===== src/rtl/redmule_tcdm_dedup_window_if.sv =====
// Flat single-channel HCI-style TCDM bus: request channel plus load response.
// master drives requests and accepts responses; slave is the opposite side.
interface redmule_tcdm_dedup_window_if #(
   parameter int AW = 32,
   parameter int DW = 32
) ();
   localparam int BW = DW / 8;

   logic          req;
   logic          gnt;
   logic [AW-1:0] add;
   logic          wen;
   logic [DW-1:0] data;
   logic [BW-1:0] be;
   logic          r_valid;
   logic          r_ready;
   logic [DW-1:0] r_data;

   modport master (
      output req, add, wen, data, be, r_ready,
      input  gnt, r_valid, r_data
   );

   modport slave (
      input  req, add, wen, data, be, r_ready,
      output gnt, r_valid, r_data
   );
endinterface


===== src/rtl/redmule_tcdm_dedup_window.sv =====
// TCDM request deduplicator: drops stores identical to a recent one and
// repeated loads of the last granted address, replaying the previous load
// data for dropped loads. Bounds loads in flight and keeps responses in order.
module redmule_tcdm_dedup_window #(
   parameter int AW              = 32,
   parameter int DW              = 32,
   parameter int HIST_DEPTH      = 4,
   parameter bit DEDUP_STORES    = 1'b1,
   parameter bit DEDUP_LOADS     = 1'b1,
   parameter int MAX_OUTSTANDING = 8
) (
   input  logic                                clk_i,
   input  logic                                rst_ni,
   input  logic                                enable_i,
   input  logic                                flush_i,
   input  logic                                clear_cnt_i,
   redmule_tcdm_dedup_window_if.slave          tgt,
   redmule_tcdm_dedup_window_if.master         ini,
   output logic [31:0]                         drop_cnt_o,
   output logic                                busy_o
);
   localparam int BW = DW / 8;
   localparam int PW = $clog2(MAX_OUTSTANDING);
   localparam int CW = PW + 1;

   // history window, entry 0 is the youngest granted request
   logic [HIST_DEPTH-1:0] hist_valid;
   logic [AW-1:0]         hist_add  [HIST_DEPTH];
   logic                  hist_wen  [HIST_DEPTH];
   logic [DW-1:0]         hist_data [HIST_DEPTH];
   logic [BW-1:0]         hist_be   [HIST_DEPTH];

   logic          match_found;
   logic          match_wen;
   logic [DW-1:0] match_data;
   logic [BW-1:0] match_be;
   logic          store_drop, load_drop, drop, stall, gnt, handshake;
   logic          hist_clr, hist_push;

   // tag FIFO: one bit per granted load, 1 = answer by replay
   logic [MAX_OUTSTANDING-1:0] tag_mem;
   logic [PW-1:0]              tag_wptr, tag_rptr;
   logic [CW-1:0]              tag_cnt;
   logic                       tag_empty, tag_full, tag_head, tag_push;

   // response buffer for downstream load data
   logic [DW-1:0] rbuf_mem [MAX_OUTSTANDING];
   logic [PW-1:0] rbuf_wptr, rbuf_rptr;
   logic [CW-1:0] rbuf_cnt;
   logic          rbuf_empty, rbuf_full, rbuf_push, rbuf_pop;

   logic          r_valid, resp_hs;
   logic [DW-1:0] r_data;
   logic [DW-1:0] last_data_q;

   assign ini.add     = tgt.add;
   assign ini.wen     = tgt.wen;
   assign ini.data    = tgt.data;
   assign ini.be      = tgt.be;
   assign ini.r_ready = 1'b1;

   // youngest valid same-address entry wins: scan oldest to youngest
   always_comb begin
      match_found = 1'b0;
      match_wen   = 1'b0;
      match_data  = '0;
      match_be    = '0;
      for (int i = HIST_DEPTH - 1; i >= 0; i--) begin
         if (hist_valid[i] && hist_add[i] == tgt.add) begin
            match_found = 1'b1;
            match_wen   = hist_wen[i];
            match_data  = hist_data[i];
            match_be    = hist_be[i];
         end
      end
   end

   assign store_drop = DEDUP_STORES && !tgt.wen && match_found && !match_wen &&
                       match_data == tgt.data && match_be == tgt.be;
   assign load_drop  = DEDUP_LOADS && tgt.wen && hist_valid[0] &&
                       hist_add[0] == tgt.add && hist_wen[0];
   assign drop       = enable_i && (store_drop || load_drop);

   assign tag_empty = tag_cnt == '0;
   assign tag_full  = tag_cnt == CW'(MAX_OUTSTANDING);
   assign tag_head  = tag_mem[tag_rptr];
   assign stall     = tgt.wen && tag_full;

   assign gnt       = !stall && (drop || ini.gnt);
   assign tgt.gnt   = gnt;
   assign ini.req   = tgt.req && !drop && !stall;
   assign handshake = tgt.req && gnt;

   assign hist_clr  = !enable_i || flush_i;
   assign hist_push = handshake && enable_i;

   // history shift register; a push after a clear leaves only the new entry
   for (genvar gi = 0; gi < HIST_DEPTH; gi++) begin : g_hist
      if (gi == 0) begin : g_head
         always_ff @(posedge clk_i or negedge rst_ni) begin
            if (!rst_ni) begin
               hist_valid[0] <= 1'b0;
               hist_add[0]   <= '0;
               hist_wen[0]   <= 1'b0;
               hist_data[0]  <= '0;
               hist_be[0]    <= '0;
            end else begin
               if (hist_clr) hist_valid[0] <= hist_push;
               else if (hist_push) hist_valid[0] <= 1'b1;
               if (hist_push) begin
                  hist_add[0]  <= tgt.add;
                  hist_wen[0]  <= tgt.wen;
                  hist_data[0] <= tgt.data;
                  hist_be[0]   <= tgt.be;
               end
            end
         end
      end else begin : g_tail
         always_ff @(posedge clk_i or negedge rst_ni) begin
            if (!rst_ni) begin
               hist_valid[gi] <= 1'b0;
               hist_add[gi]   <= '0;
               hist_wen[gi]   <= 1'b0;
               hist_data[gi]  <= '0;
               hist_be[gi]    <= '0;
            end else begin
               if (hist_clr) hist_valid[gi] <= 1'b0;
               else if (hist_push) hist_valid[gi] <= hist_valid[gi-1];
               if (hist_push) begin
                  hist_add[gi]  <= hist_add[gi-1];
                  hist_wen[gi]  <= hist_wen[gi-1];
                  hist_data[gi] <= hist_data[gi-1];
                  hist_be[gi]   <= hist_be[gi-1];
               end
            end
         end
      end
   end

   assign tag_push = handshake && tgt.wen;

   // tag FIFO bookkeeping
   always_ff @(posedge clk_i or negedge rst_ni) begin
      if (!rst_ni) begin
         tag_mem  <= '0;
         tag_wptr <= '0;
         tag_rptr <= '0;
         tag_cnt  <= '0;
      end else begin
         if (tag_push) begin
            tag_mem[tag_wptr] <= drop;
            tag_wptr          <= tag_wptr + 1'b1;
         end
         if (resp_hs) tag_rptr <= tag_rptr + 1'b1;
         tag_cnt <= tag_cnt + CW'(tag_push) - CW'(resp_hs);
      end
   end

   // upstream response select: replay last data or buffer head (fall-through)
   always_comb begin
      r_valid = 1'b0;
      r_data  = rbuf_empty ? ini.r_data : rbuf_mem[rbuf_rptr];
      if (!tag_empty) begin
         if (tag_head) begin
            r_valid = 1'b1;
            r_data  = last_data_q;
         end else begin
            r_valid = !rbuf_empty || ini.r_valid;
         end
      end
   end

   assign tgt.r_valid = r_valid;
   assign tgt.r_data  = r_data;
   assign resp_hs     = r_valid && tgt.r_ready;

   assign rbuf_empty = rbuf_cnt == '0;
   assign rbuf_full  = rbuf_cnt == CW'(MAX_OUTSTANDING);
   assign rbuf_pop   = resp_hs && !tag_head;
   assign rbuf_push  = ini.r_valid && !rbuf_full;

   // response buffer storage, no reset needed on the data
   always_ff @(posedge clk_i) begin
      if (rbuf_push) rbuf_mem[rbuf_wptr] <= ini.r_data;
   end

   // response buffer pointers and last delivered data
   always_ff @(posedge clk_i or negedge rst_ni) begin
      if (!rst_ni) begin
         rbuf_wptr   <= '0;
         rbuf_rptr   <= '0;
         rbuf_cnt    <= '0;
         last_data_q <= '0;
      end else begin
         if (rbuf_push) rbuf_wptr <= rbuf_wptr + 1'b1;
         if (rbuf_pop)  rbuf_rptr <= rbuf_rptr + 1'b1;
         rbuf_cnt <= rbuf_cnt + CW'(rbuf_push) - CW'(rbuf_pop);
         if (resp_hs) last_data_q <= r_data;
      end
   end

   // saturating drop counter, clear has priority
   always_ff @(posedge clk_i or negedge rst_ni) begin
      if (!rst_ni) begin
         drop_cnt_o <= '0;
      end else if (clear_cnt_i) begin
         drop_cnt_o <= '0;
      end else if (handshake && drop && drop_cnt_o != 32'hFFFF_FFFF) begin
         drop_cnt_o <= drop_cnt_o + 32'd1;
      end
   end

   assign busy_o = !tag_empty || !rbuf_empty;
endmodule


===== src/flat_wrapper.sv =====
// flat-port wrapper written by rule: the top's interface ports become plain ports
module redmule_tcdm_dedup_window_flat 
#(
   parameter int AW              = 32,
   parameter int DW              = 32,
   parameter int HIST_DEPTH      = 4,
   parameter bit DEDUP_STORES    = 1'b1,
   parameter bit DEDUP_LOADS     = 1'b1,
   parameter int MAX_OUTSTANDING = 8
)
  (clk_i, rst_ni, enable_i, flush_i, clear_cnt_i, drop_cnt_o, busy_o, tgt_req, tgt_add, tgt_wen, tgt_data, tgt_be, tgt_r_ready, tgt_gnt, tgt_r_valid, tgt_r_data, ini_req, ini_add, ini_wen, ini_data, ini_be, ini_r_ready, ini_gnt, ini_r_valid, ini_r_data);
  redmule_tcdm_dedup_window_if #(.AW(AW), .DW(DW)) tgt_i ();
  redmule_tcdm_dedup_window_if #(.AW(AW), .DW(DW)) ini_i ();
  input  logic clk_i;
  input  logic rst_ni;
  input  logic enable_i;
  input  logic flush_i;
  input  logic clear_cnt_i;
  output logic [31:0] drop_cnt_o;
  output logic busy_o;
  input wire logic [$bits(tgt_i.req)-1:0] tgt_req;
  input wire logic [$bits(tgt_i.add)-1:0] tgt_add;
  input wire logic [$bits(tgt_i.wen)-1:0] tgt_wen;
  input wire logic [$bits(tgt_i.data)-1:0] tgt_data;
  input wire logic [$bits(tgt_i.be)-1:0] tgt_be;
  input wire logic [$bits(tgt_i.r_ready)-1:0] tgt_r_ready;
  output wire logic [$bits(tgt_i.gnt)-1:0] tgt_gnt;
  output wire logic [$bits(tgt_i.r_valid)-1:0] tgt_r_valid;
  output wire logic [$bits(tgt_i.r_data)-1:0] tgt_r_data;
  output wire logic [$bits(ini_i.req)-1:0] ini_req;
  output wire logic [$bits(ini_i.add)-1:0] ini_add;
  output wire logic [$bits(ini_i.wen)-1:0] ini_wen;
  output wire logic [$bits(ini_i.data)-1:0] ini_data;
  output wire logic [$bits(ini_i.be)-1:0] ini_be;
  output wire logic [$bits(ini_i.r_ready)-1:0] ini_r_ready;
  input wire logic [$bits(ini_i.gnt)-1:0] ini_gnt;
  input wire logic [$bits(ini_i.r_valid)-1:0] ini_r_valid;
  input wire logic [$bits(ini_i.r_data)-1:0] ini_r_data;
  assign tgt_i.req = tgt_req;
  assign tgt_i.add = tgt_add;
  assign tgt_i.wen = tgt_wen;
  assign tgt_i.data = tgt_data;
  assign tgt_i.be = tgt_be;
  assign tgt_i.r_ready = tgt_r_ready;
  assign tgt_gnt = tgt_i.gnt;
  assign tgt_r_valid = tgt_i.r_valid;
  assign tgt_r_data = tgt_i.r_data;
  assign ini_req = ini_i.req;
  assign ini_add = ini_i.add;
  assign ini_wen = ini_i.wen;
  assign ini_data = ini_i.data;
  assign ini_be = ini_i.be;
  assign ini_r_ready = ini_i.r_ready;
  assign ini_i.gnt = ini_gnt;
  assign ini_i.r_valid = ini_r_valid;
  assign ini_i.r_data = ini_r_data;
  redmule_tcdm_dedup_window #(.AW(AW), .DW(DW), .HIST_DEPTH(HIST_DEPTH), .DEDUP_STORES(DEDUP_STORES), .DEDUP_LOADS(DEDUP_LOADS), .MAX_OUTSTANDING(MAX_OUTSTANDING)) u_core (.clk_i(clk_i), .rst_ni(rst_ni), .enable_i(enable_i), .flush_i(flush_i), .clear_cnt_i(clear_cnt_i), .tgt(tgt_i), .ini(ini_i), .drop_cnt_o(drop_cnt_o), .busy_o(busy_o));
endmodule

===== config.mk =====
export PLATFORM = sky130hd
export DESIGN_NAME = redmule_tcdm_dedup_window_flat
export DESIGN_NICKNAME = d
export VERILOG_FILES = /design/src/rtl/redmule_tcdm_dedup_window_if.sv /design/src/rtl/redmule_tcdm_dedup_window.sv /design/src/flat_wrapper.sv
export SDC_FILE = /design/constraint.sdc
export NUM_CORES = 1
export LEC_CHECK = 0
export CORE_MARGIN = 5
export CORE_UTILIZATION = 56
export DETAILED_ROUTE_END_ITERATION = 7
export PLACE_DENSITY = 0.85
export SYNTH_ARGS = -nofsm -noshare
export SYNTH_HDL_FRONTEND = slang
export SYNTH_SLANG_ARGS = --single-unit

===== constraint.sdc =====
create_clock -name clk_i -period 17 [get_ports clk_i]
set_clock_uncertainty 0.1 [all_clocks]
set_input_delay 3.4 -clock clk_i [delete_from_list [all_inputs] [get_ports clk_i]]
set_output_delay 3.4 -clock clk_i [all_outputs]
set_load 0.02 [all_outputs]

## Word level (Yosys, flattened, before mapping)

Memories as Yosys holds them, arrays and structs flattened.
Cells that the tools add are included.
Widths: inputs -> output; s select.

- RAM bits: 256
- Flip-flop bits (word level): 372
- Output and inout bits: 138
- Logic and storage cells: 132
- Memories: 1

- Muxes and demuxes: 38
- Reduce and logical (&&, ||, !) cells: 43
- Order comparisons: 3
- Equality and inequality tests: 9
- Add/sub/neg operators: 9

Memories:

| memory | words | bits a word | read ports | clocked after memory_dff | wr ports | RTL line | RTL |
|---|---|---|---|---|---|---|---|
| u_core.rbuf_mem | 8 | 32 | 1 | 0 | 1 | redmule_tcdm_dedup_window.sv:47 | `logic [DW-1:0] rbuf_mem [MAX_OUTSTANDING];` |

Operators with widths:

| cell | number |
|---|---|
| $mux 32 | 9 |
| $eq 32x32->1 | 5 |
| $add 32x1->32 const B | 1 |
| $ne 32x32->1 const B | 1 |
| $logic_and 1x1->1 | 25 |
| $mux 1 | 22 |
| $mux 4 | 4 |
| $add 3x1->3 const B | 4 |
| $logic_not 1->1 | 9 |
| $add 4x1->4 | 2 |
| $bwmux 8 | 1 |
| $eq 4x4->1 const B | 2 |
| $logic_not 4->1 | 2 |
| $lt 3x4->1 const B | 2 |
| $sub 4x1->4 | 2 |
| $logic_or 1x1->1 | 5 |
| $eq 4x4->1 | 1 |
| $reduce_bool 2->1 | 2 |
| $bmux 1 s3 | 1 |
| $demux 1 s3 | 1 |
| $ge 3x1->1 const B | 1 |

## Logic depth before layout (Yosys ltp)

- Depth in word-level cells: 19
- Mapped depth: 22

## Worst setup path before layout

OpenSTA, ideal clock, no wires.

- Kind: input -> output
- Start point: in tgt_add[13]
- End point: out tgt_gnt
- Arrival time: 7.062 ns
- Data required time: 13.500 ns
- Stages on the path: 17
- Setup slack: 6.438 ns
- Path through: clkbuf_1 > xnor2_1 > nand4_1 > nor4_1 > nand3_1 > clkbuf_1 > clkbuf_1 > o311ai_1 > a31oi_1 > xnor2_1 > nor4_1 > o2111ai_1 > or4_1 > buf_2 > nand2_1 > clkbuf_1 > o21a_1

- Word-level cells in the longest chain between the ends: 14
- Elaborated cells on any way between the ends: 37
- Classes of those cells: 6 x eq/ne; 16 x mux; 15 x reduce/logical

Ends and longest elaborated chain:

| what | RTL line | RTL |
|---|---|---|
| from (decl) | flat_wrapper.sv:22 | `input wire logic [$bits(tgt_i.add)-1:0] tgt_add;` |
| parallel branches: the longest is 10 deep, another holds $eq 32x32->1 | -- |  |
| $logic_or 1x1->1 (*) | redmule_tcdm_dedup_window.sv:82 | `assign drop = enable_i && (store_drop \|\| load_drop);` |
| $logic_and 1x1->1 (*) | redmule_tcdm_dedup_window.sv:82 |  |
| $logic_or 1x1->1 (*) | redmule_tcdm_dedup_window.sv:89 | `assign gnt = !stall && (drop \|\| ini.gnt);` |
| $logic_and 1x1->1 (*) | redmule_tcdm_dedup_window.sv:89 |  |
| to (decl) | flat_wrapper.sv:27 | `output wire logic [$bits(tgt_i.gnt)-1:0] tgt_gnt;` |

Mark *: on every way between the ends.

## Worst setup path after layout

- Start point: in tgt_add[28]
- End point: out tgt_gnt

The elaborated chain is that of the path after synthesis.

==> flow_summary_export.csv <==
group,metric,value,unit
yosys,ys_ff_latch,628,
timing,clock.fmax,72.9,MHz
yosys,yosys.area.top_type,"dfrtp_1",
worst_setup_path,required,13.50,ns
cells_and_area,multi_input_area,11900,sq um
clock_network,cts_buffer_depth,3,
clock_network,postCtsHoldBufs,0,
clock_network,clock_sinks,628,
route,routedWlPerCell,23.6,microns
cells_and_area,diodes,0,
yosys,synth.avg_cell_area,13.3,sq um
timing,tightest_slew,1.26,ns
placed_design,io_buffers,246,
power_and_ir_drop,peakVddDrop,0.000130,V
cells_and_area,final_cell_mix,"369 x dfrtp_1, 256 x edfxtp_1, 245 x clkdlybuf4s50_1, 187 x nand2_1, 187 x mux2_4",
timing,fin_crit,13.71,ns
yosys,syn_inst,2287,
clock_network,post_cts_buffers,0,
clock_network,cts.htree.levels,3,
timing,tns,0,ns
grt,overflow,0,
yosys,synth_top_family_by_area,"multiplexers",
worst_setup_path,critPathKind,"in2out",
cells_and_area,drive_gt1_frac,0.189,
worst_setup_path,worstSetupStartpointType,"input pin",
worst_setup_path,r2r_start,"u_core.hist_add[14]",
clock_network,clk_latency,0.61,ns
yosys,ys_seq_area_frac,0.558,
power_and_ir_drop,p_leak,14.4,nW
yosys,synth_compound_area_frac,0.0579,
cells_and_area,fin_area,35000,sq um
cells_and_area,fin_util,0.650,
route,vias,19434,
yosys,async_flop_share,0.592,
die,rows,85,
die,chipHeight,243,microns
min_path,hold_path.class,"reg2reg",
timing,rsz0062_at_grt,"no",
timing,final_hold_viol_count,0,
timing,max-slew-margin-rel,0.156,
cells_and_area,nets,2546,
yosys,yosys_most_used_dff,"dfrtp_1",
yosys,synthXorXnorAreaFrac,0.0489,
grt,antenna_found_initial,0,
worst_setup_path,r2r_slack,8.98,ns
timing,slew_violations,0,
yosys,ys_types,80,
grt,grt_first_pass_wirelength,117,mm
route,drtIter0Drc,1845,
route,drt_first_pass_iters,6,
outcome,status,"finished clean",
route,routed_wl,74.6,mm
cells_and_area,seqCellArea,17000,sq um
yosys,synthTopCellsByArea,"dfrtp_1 31%, edfxtp_1 25%, mux2_4 9.2%",
route,routed_via_density,6.14,
yosys,syn-num-nets,2416,
yosys,yosys.area_share.simple,0.0837,
yosys,muxShareOfSynthArea,0.191,
flow_run,maxCapViolations,0,
worst_setup_path,r2r_cells,14,
yosys,ys_warn_count,0,
die,ioPinCount,248,
yosys,synthAdderAreaFrac,0.00830,
grt,grt_pass1_vias,20153,
min_path,hold_start,"u_core.last_data_q[4]",
worst_setup_path,arrival,10.21,ns
route,antenna_left,0,
clock_network,cts_made_buffers,68,
die,core_area,53800,sq um
placed_design,dpl-instance-area,32800,sq um
route,route.detailed.drc,0,
power_and_ir_drop,power_density,159,nW/um^2
worst_setup_path,path_max_fanout,21,
min_path,hold_end,"u_core.last_data_q[4]",
cells_and_area,area_growth,14.8,%
timing,post-route-period-util,0.806,
grt,grt_max_degree,172,
timing,fin_worst_hold_slack,0.380,ns
yosys,synth_edf_count,256,
placed_design,dp_hpwl,46.8,mm
power_and_ir_drop,power,5.56,mW
clock_network,path_clk_slew,0.06,ns
cells_and_area,layout_commonest_cell,"dfrtp_1",
min_path,holdPathStages,2,
cells_and_area,fill_cells,3679,
placed_design,place.gp.congestion,0.924,
worst_setup_path,r2r-end,"u_core.hist_data[86]",
yosys,syn-cell-area,30500,sq um
clock_network,cts-root-buf,"clkbuf_16",
die,die_w,243,microns
grt,track_usage,0.247,
timing,setup_viol,0,
clock_network,ctsResizeCount,0,
die,start_util,0.566,
worst_setup_path,crit_path_end_kind,"output pin",
die,dieArea,59200,sq um
clock_network,cts_tree,"built",
yosys,synth_top_area_frac,0.306,
power breakdown:
group          switching (mW)  internal, mW  total, mW
Sequential              0.382          2.02       2.41
Combinational           0.813         0.896       1.71
Clock                   0.616         0.830       1.45
cell families (layout without fill, tap and decap cells):
kind of cell	count (synthesis)	in the layout
AOI/OAI and AO/OA	262	262
xor gates and xnor gates	170	170
adders and majority gates	19	19
buffers and inverters	289	470
DFF	628	628
muxes	394	394
other	1	1
and+or+nand+nor	524	524
synthesized netlist by cell type, drive strengths merged, types with 6 or more instances:
cell type	n
nand4	56
nor2b	10
and4	7
or4	6
o211ai	6
xnor2	111
o311a	10
nand2	188
o21ai	56
mux4	66
or3	7
a221oi	6
and2	20
nor3	14
inv	72
o21a	7
a31oi	21
nor2	102
xor2	59
nand3	41
and3	18
o311ai	13
a21o	7
nor4	29
or2	16
buf	131
edfxtp	256
mux2	283
clkbuf	85
a211oi	7
o22ai	10
dfrtp	372
mux2i	45
ha	17
a21oi	65
per-stage QoR:
stage,setup WS [ns],std cells
floorplan,6.44,2287
global route,2.97,3164
global placement,3.53,3043
detailed placement,3.35,3043
finish,3.29,3164
CTS,3.32,3164
sequential cells by signal, summed over array words and instances, names as in the netlist:
register,cells
u_core.drop_cnt_o,32
u_core.hist_add,128
u_core.hist_be,16
u_core.hist_data,128
u_core.hist_valid,4
u_core.hist_wen,4
u_core.last_data_q,32
u_core.rbuf_cnt,4
u_core.rbuf_mem,256
u_core.rbuf_rptr,3
u_core.rbuf_wptr,3
u_core.tag_cnt,4
u_core.tag_mem,8
u_core.tag_rptr,3
u_core.tag_wptr,3
how the worst max path moves through the flow:
stage | start | to | slack (ns) | cells past startpoint
global placement | tgt_add[28] | tgt_gnt | 3.53 | 14
detailed placement | tgt_add[14] | tgt_gnt | 3.35 | 14
floorplan | tgt_add[13] | tgt_gnt | 6.44 | 17
global route | tgt_add[28] | tgt_gnt | 2.97 | 14
finish | tgt_add[28] | tgt_gnt | 3.29 | 14
CTS | tgt_add[28] | tgt_gnt | 3.32 | 14
layer usage:
metal	track usage	up-vias	wire, microns
met3	0.0499	167	4780
met2	0.418	809	37600
met4	0.0801	0	2300
met5	0	-	0
met1	0.323	9945	29900
li1	-	8513	-
critical path: stages:
cell and delay (ns):
clkdlybuf4s50_1 0.64, xnor2_1 0.37, nand4_1 0.16, nor4_1 0.84, nand3_1 1.04, o311ai_1 0.63
a31oi_1 0.18, xnor2_1 0.18, a2111oi_0 0.45, nand4_1 0.33, or4_1 0.76, nand2_1 0.44
o21a_1 0.17, clkdlybuf4s50_1 0.60
final cells by class:
cell class	instances	share of cell area
clock inverters	21	0.00615
repair buffers	276	0.0773
clock buffers	100	0.0564
inverters	73	0.00783
multi-input cells	1370	0.341
flip-flops and latches	628	0.486
well taps	696	0.0249
(Power assumes the default switching activity.)
==> RTL change: new RTL, same flow settings <==
`DEDUP_LOADS` is set to 1'b1 in 2 places; all go to 1'b0.
--- a/src/rtl/redmule_tcdm_dedup_window.sv
+++ b/src/rtl/redmule_tcdm_dedup_window.sv
@@ -7,5 +7,5 @@
    parameter int HIST_DEPTH      = 4,
    parameter bit DEDUP_STORES    = 1'b1,
-   parameter bit DEDUP_LOADS     = 1'b1,
+   parameter bit DEDUP_LOADS     = 1'b0,
    parameter int MAX_OUTSTANDING = 8
 ) (
--- a/src/flat_wrapper.sv
+++ b/src/flat_wrapper.sv
@@ -6,5 +6,5 @@
    parameter int HIST_DEPTH      = 4,
    parameter bit DEDUP_STORES    = 1'b1,
-   parameter bit DEDUP_LOADS     = 1'b1,
+   parameter bit DEDUP_LOADS     = 1'b0,
    parameter int MAX_OUTSTANDING = 8
 )
Function: changed (a bounded check fails within 4 cycles, from zero or initial values and one cycle with rst_ni low).
==> RTL change against the unedited design <==
  * Worst setup slack improved by 820 ps
  * Fmax rose by 6.4%
  * Total power fell by 1.6%
  * Sequential share of layout area rose by 0.73 points
  * Wire length rose by 0.36%
  * Final area fell by 1.5%
  * Synthesized area fell by 1.8%
  * Hold slack got worse by 5.6 ps
  * Sequential cell count did not move
  * First-iteration DRC count fell by 2.2%
  * Critical path depth rose by 2
==> RTL change: results (changes against the unedited design) <==
Setup bufs post-CTS -> 0 (unchanged)
Worst Setup EP -> tgt_gnt (unchanged)
CP max-delay cell -> clkdlybuf4s50_1 (was nand3_1)
Non-Filler Instances -> 3187 (was 3164)
Vias per inst -> 6.193 (was 6.142)
FF-to-FF End -> u_core.hist_add[51] (was u_core.hist_data[86])
Worst slack, placed -> 4294 ps (was 3354 ps)
Relative slew slack -> 22.62% (was 15.60%)
Sequential area share after synthesis -> 56.81% (was 55.79%)
Maximum VDD drop -> 0.1338 mV (was 0.1297 mV)
Cells after DPL -> 3065 (was 3043)
Pre-Repair DR Iteration Count -> 5 (was 6)
Drt total wl -> 74860 microns (was 74590 microns)
Initial antenna violation count -> 1 (was 0)
Compound-gate portion of the synthesized area -> 5.922% (was 5.786%)
Mapped Cells -> 2331 (was 2287)
Cell internal pwr -> 0.003628 W (was 0.003750 W)
R2R Path Start -> u_core.hist_add[55] (was u_core.hist_add[14])
Post-Synth Adder-Cell Area -> 0.8448% (was 0.8296%)
Root Buffer -> clkbuf_16 (unchanged)
Synth unique cells -> 75 (was 80)
Largest net degree at the start of global routing -> 194 (was 172)
Layout net count -> 2575 (was 2546)
RePlAce Congestion -> 0.9563 (was 0.9238)
Multiplexer share of the synthesized area -> 16.65% (was 19.12%)
First-pass GRT wire length -> 116700 microns (was 116500 microns)
DR iter-0 viols -> 1804 (was 1845)
Outcome -> finished clean (unchanged)
XOR/XNOR Fraction of Synth Area -> 4.742% (was 4.887%)
Slowest stage delay, CP -> 630 ps (was 1040 ps)
DP HPWL -> 47050 microns (was 46840 microns)
Crit path arrival time -> 9380 ps (was 10210 ps)
Top cells by count, synth -> dfrtp_1, edfxtp_1, nand2_1, mux2_1, xnor2_1 (was dfrtp_1, edfxtp_1, mux2_4, nand2_1, xnor2_1)
Ys Warns -> 0 (unchanged)
Vias in the first global route -> 20.36k (was 20.15k)
Final WS setup -> 4116 ps (was 3291 ps)
Static Leak -> 13.18 nW (was 14.36 nW)
Later-pin clock latency in the skew report -> 630 ps (was 610 ps)
Synth area leaders -> dfrtp_1, edfxtp_1, mux2_1, mux4_2, xnor2_1 (was dfrtp_1, edfxtp_1, mux2_4, mux4_2, xnor2_1)
Reg2Reg Depth -> 17 (was 14)
Max reg flops -> 256 (unchanged)
Reg-to-reg setup timing slack -> 9470 ps (was 8980 ps)
Syn Nets -> 2460 (was 2416)
TritonCTS Buffers -> 67 (was 68)
Crit path launch -> tgt_add[23] (was tgt_add[28])
Share of layout cells above drive strength 1 -> 12.04% (was 18.88%)
Total Routing Usage GR -> 25.62% (was 24.68%)
Worst-path maximum fanout -> 42 (was 21)
[RTL change: changes by cell type in the layout (fill, tap and decap cells not counted), moves of 20 or more]
cell	delta
xor2_1	-22
o22ai_1	+34
mux2_1	+155
nand2_1	+40
nand4_1	+20
mux2_4	-187
nand3_1	-22
a31oi_1	-20
[RTL change: worst min path at each step]
stage,start,endpoint,cells after the start
2_1_floorplan,u_core.last_data_q[0],u_core.last_data_q[0],2
3_3_place_gp,u_core.last_data_q[24],u_core.last_data_q[24],2
6_report,u_core.last_data_q[2],u_core.last_data_q[2],2
3_5_place_dp,u_core.last_data_q[7],u_core.last_data_q[7],2
4_1_cts,u_core.last_data_q[2],u_core.last_data_q[2],2
5_1_grt,u_core.tag_wptr[2],u_core.tag_wptr[2],1
[RTL change: layout make-up]
cell class / count / area [sq um]
Multi-Input combinational cell: 1397 / 11390
Fill cell: 3694 / 18300
Inverter: 75 / 281.5
Clock buffer: 93 / 1874
Clock inverter: 29 / 340.3
Tap cell: 688 / 860.8
Sequential cell: 628 / 17000
Timing Repair Buffer: 277 / 2708
[RTL change: routing by layer]
| metal | vias to the layer above | part of all wire, % | track usage, % |
|---|---|---|---|
| met5 | - | 0.020 | 0 |
| met4 | 2 | 3.3 | 8.531 |
| met3 | 182 | 7.0 | 4.479 |
| met2 | 884 | 51 | 43.91 |
| met1 | 9993 | 39 | 33.51 |
| li1 | 8677 | - | - |
[RTL change: critical path, delay by kind of cell]
| kind | cells | cell delay (ps) |
|---|---|---|
| AO/OA/AOI/OAI | 3 | 640 |
| multiplexers | 1 | 290 |
| buffers and inverters | 5 | 2370 |
| XOR/XNOR | 1 | 460 |
| AND/OR/NAND/NOR | 6 | 2180 |
[RTL change: stage by stage]
step	util (%)	hold slack [ps]	cell area, sq um
2_1_floorplan	-	345.7	29920
3_3_place_gp	61.11	356.6	32240
3_5_place_dp	61.11	361.9	32240
4_1_cts	65.31	376.9	34460
5_1_grt	65.31	405.9	34460
6_report	65.31	374.0	34460
[RTL change: logic make-up (layout without fill, tap and decap cells)]
family / after synthesis / in the layout
AO/OA/AOI/OAI: 255 / 255
flip-flops: 628 / 628
adder cells (fa/ha/maj): 19 / 19
buffers and inverters: 306 / 474
XOR/XNOR: 162 / 162
AND/OR/NAND/NOR: 578 / 578
multiplexers: 382 / 382
other: 1 / 1
[RTL change: power groups by stage]
stage	clock, W	combinational (W)	sequential, W
6_report	0.00147	0.00168	0.00233
5_1_grt	0.00155	0.00182	0.00237
4_1_cts	0.00149	0.00169	0.00232
3_5_place_dp	0	0.00166	0.00234
3_3_place_gp	0	0.00160	0.00231
2_1_floorplan	0	0.00114	0.00223
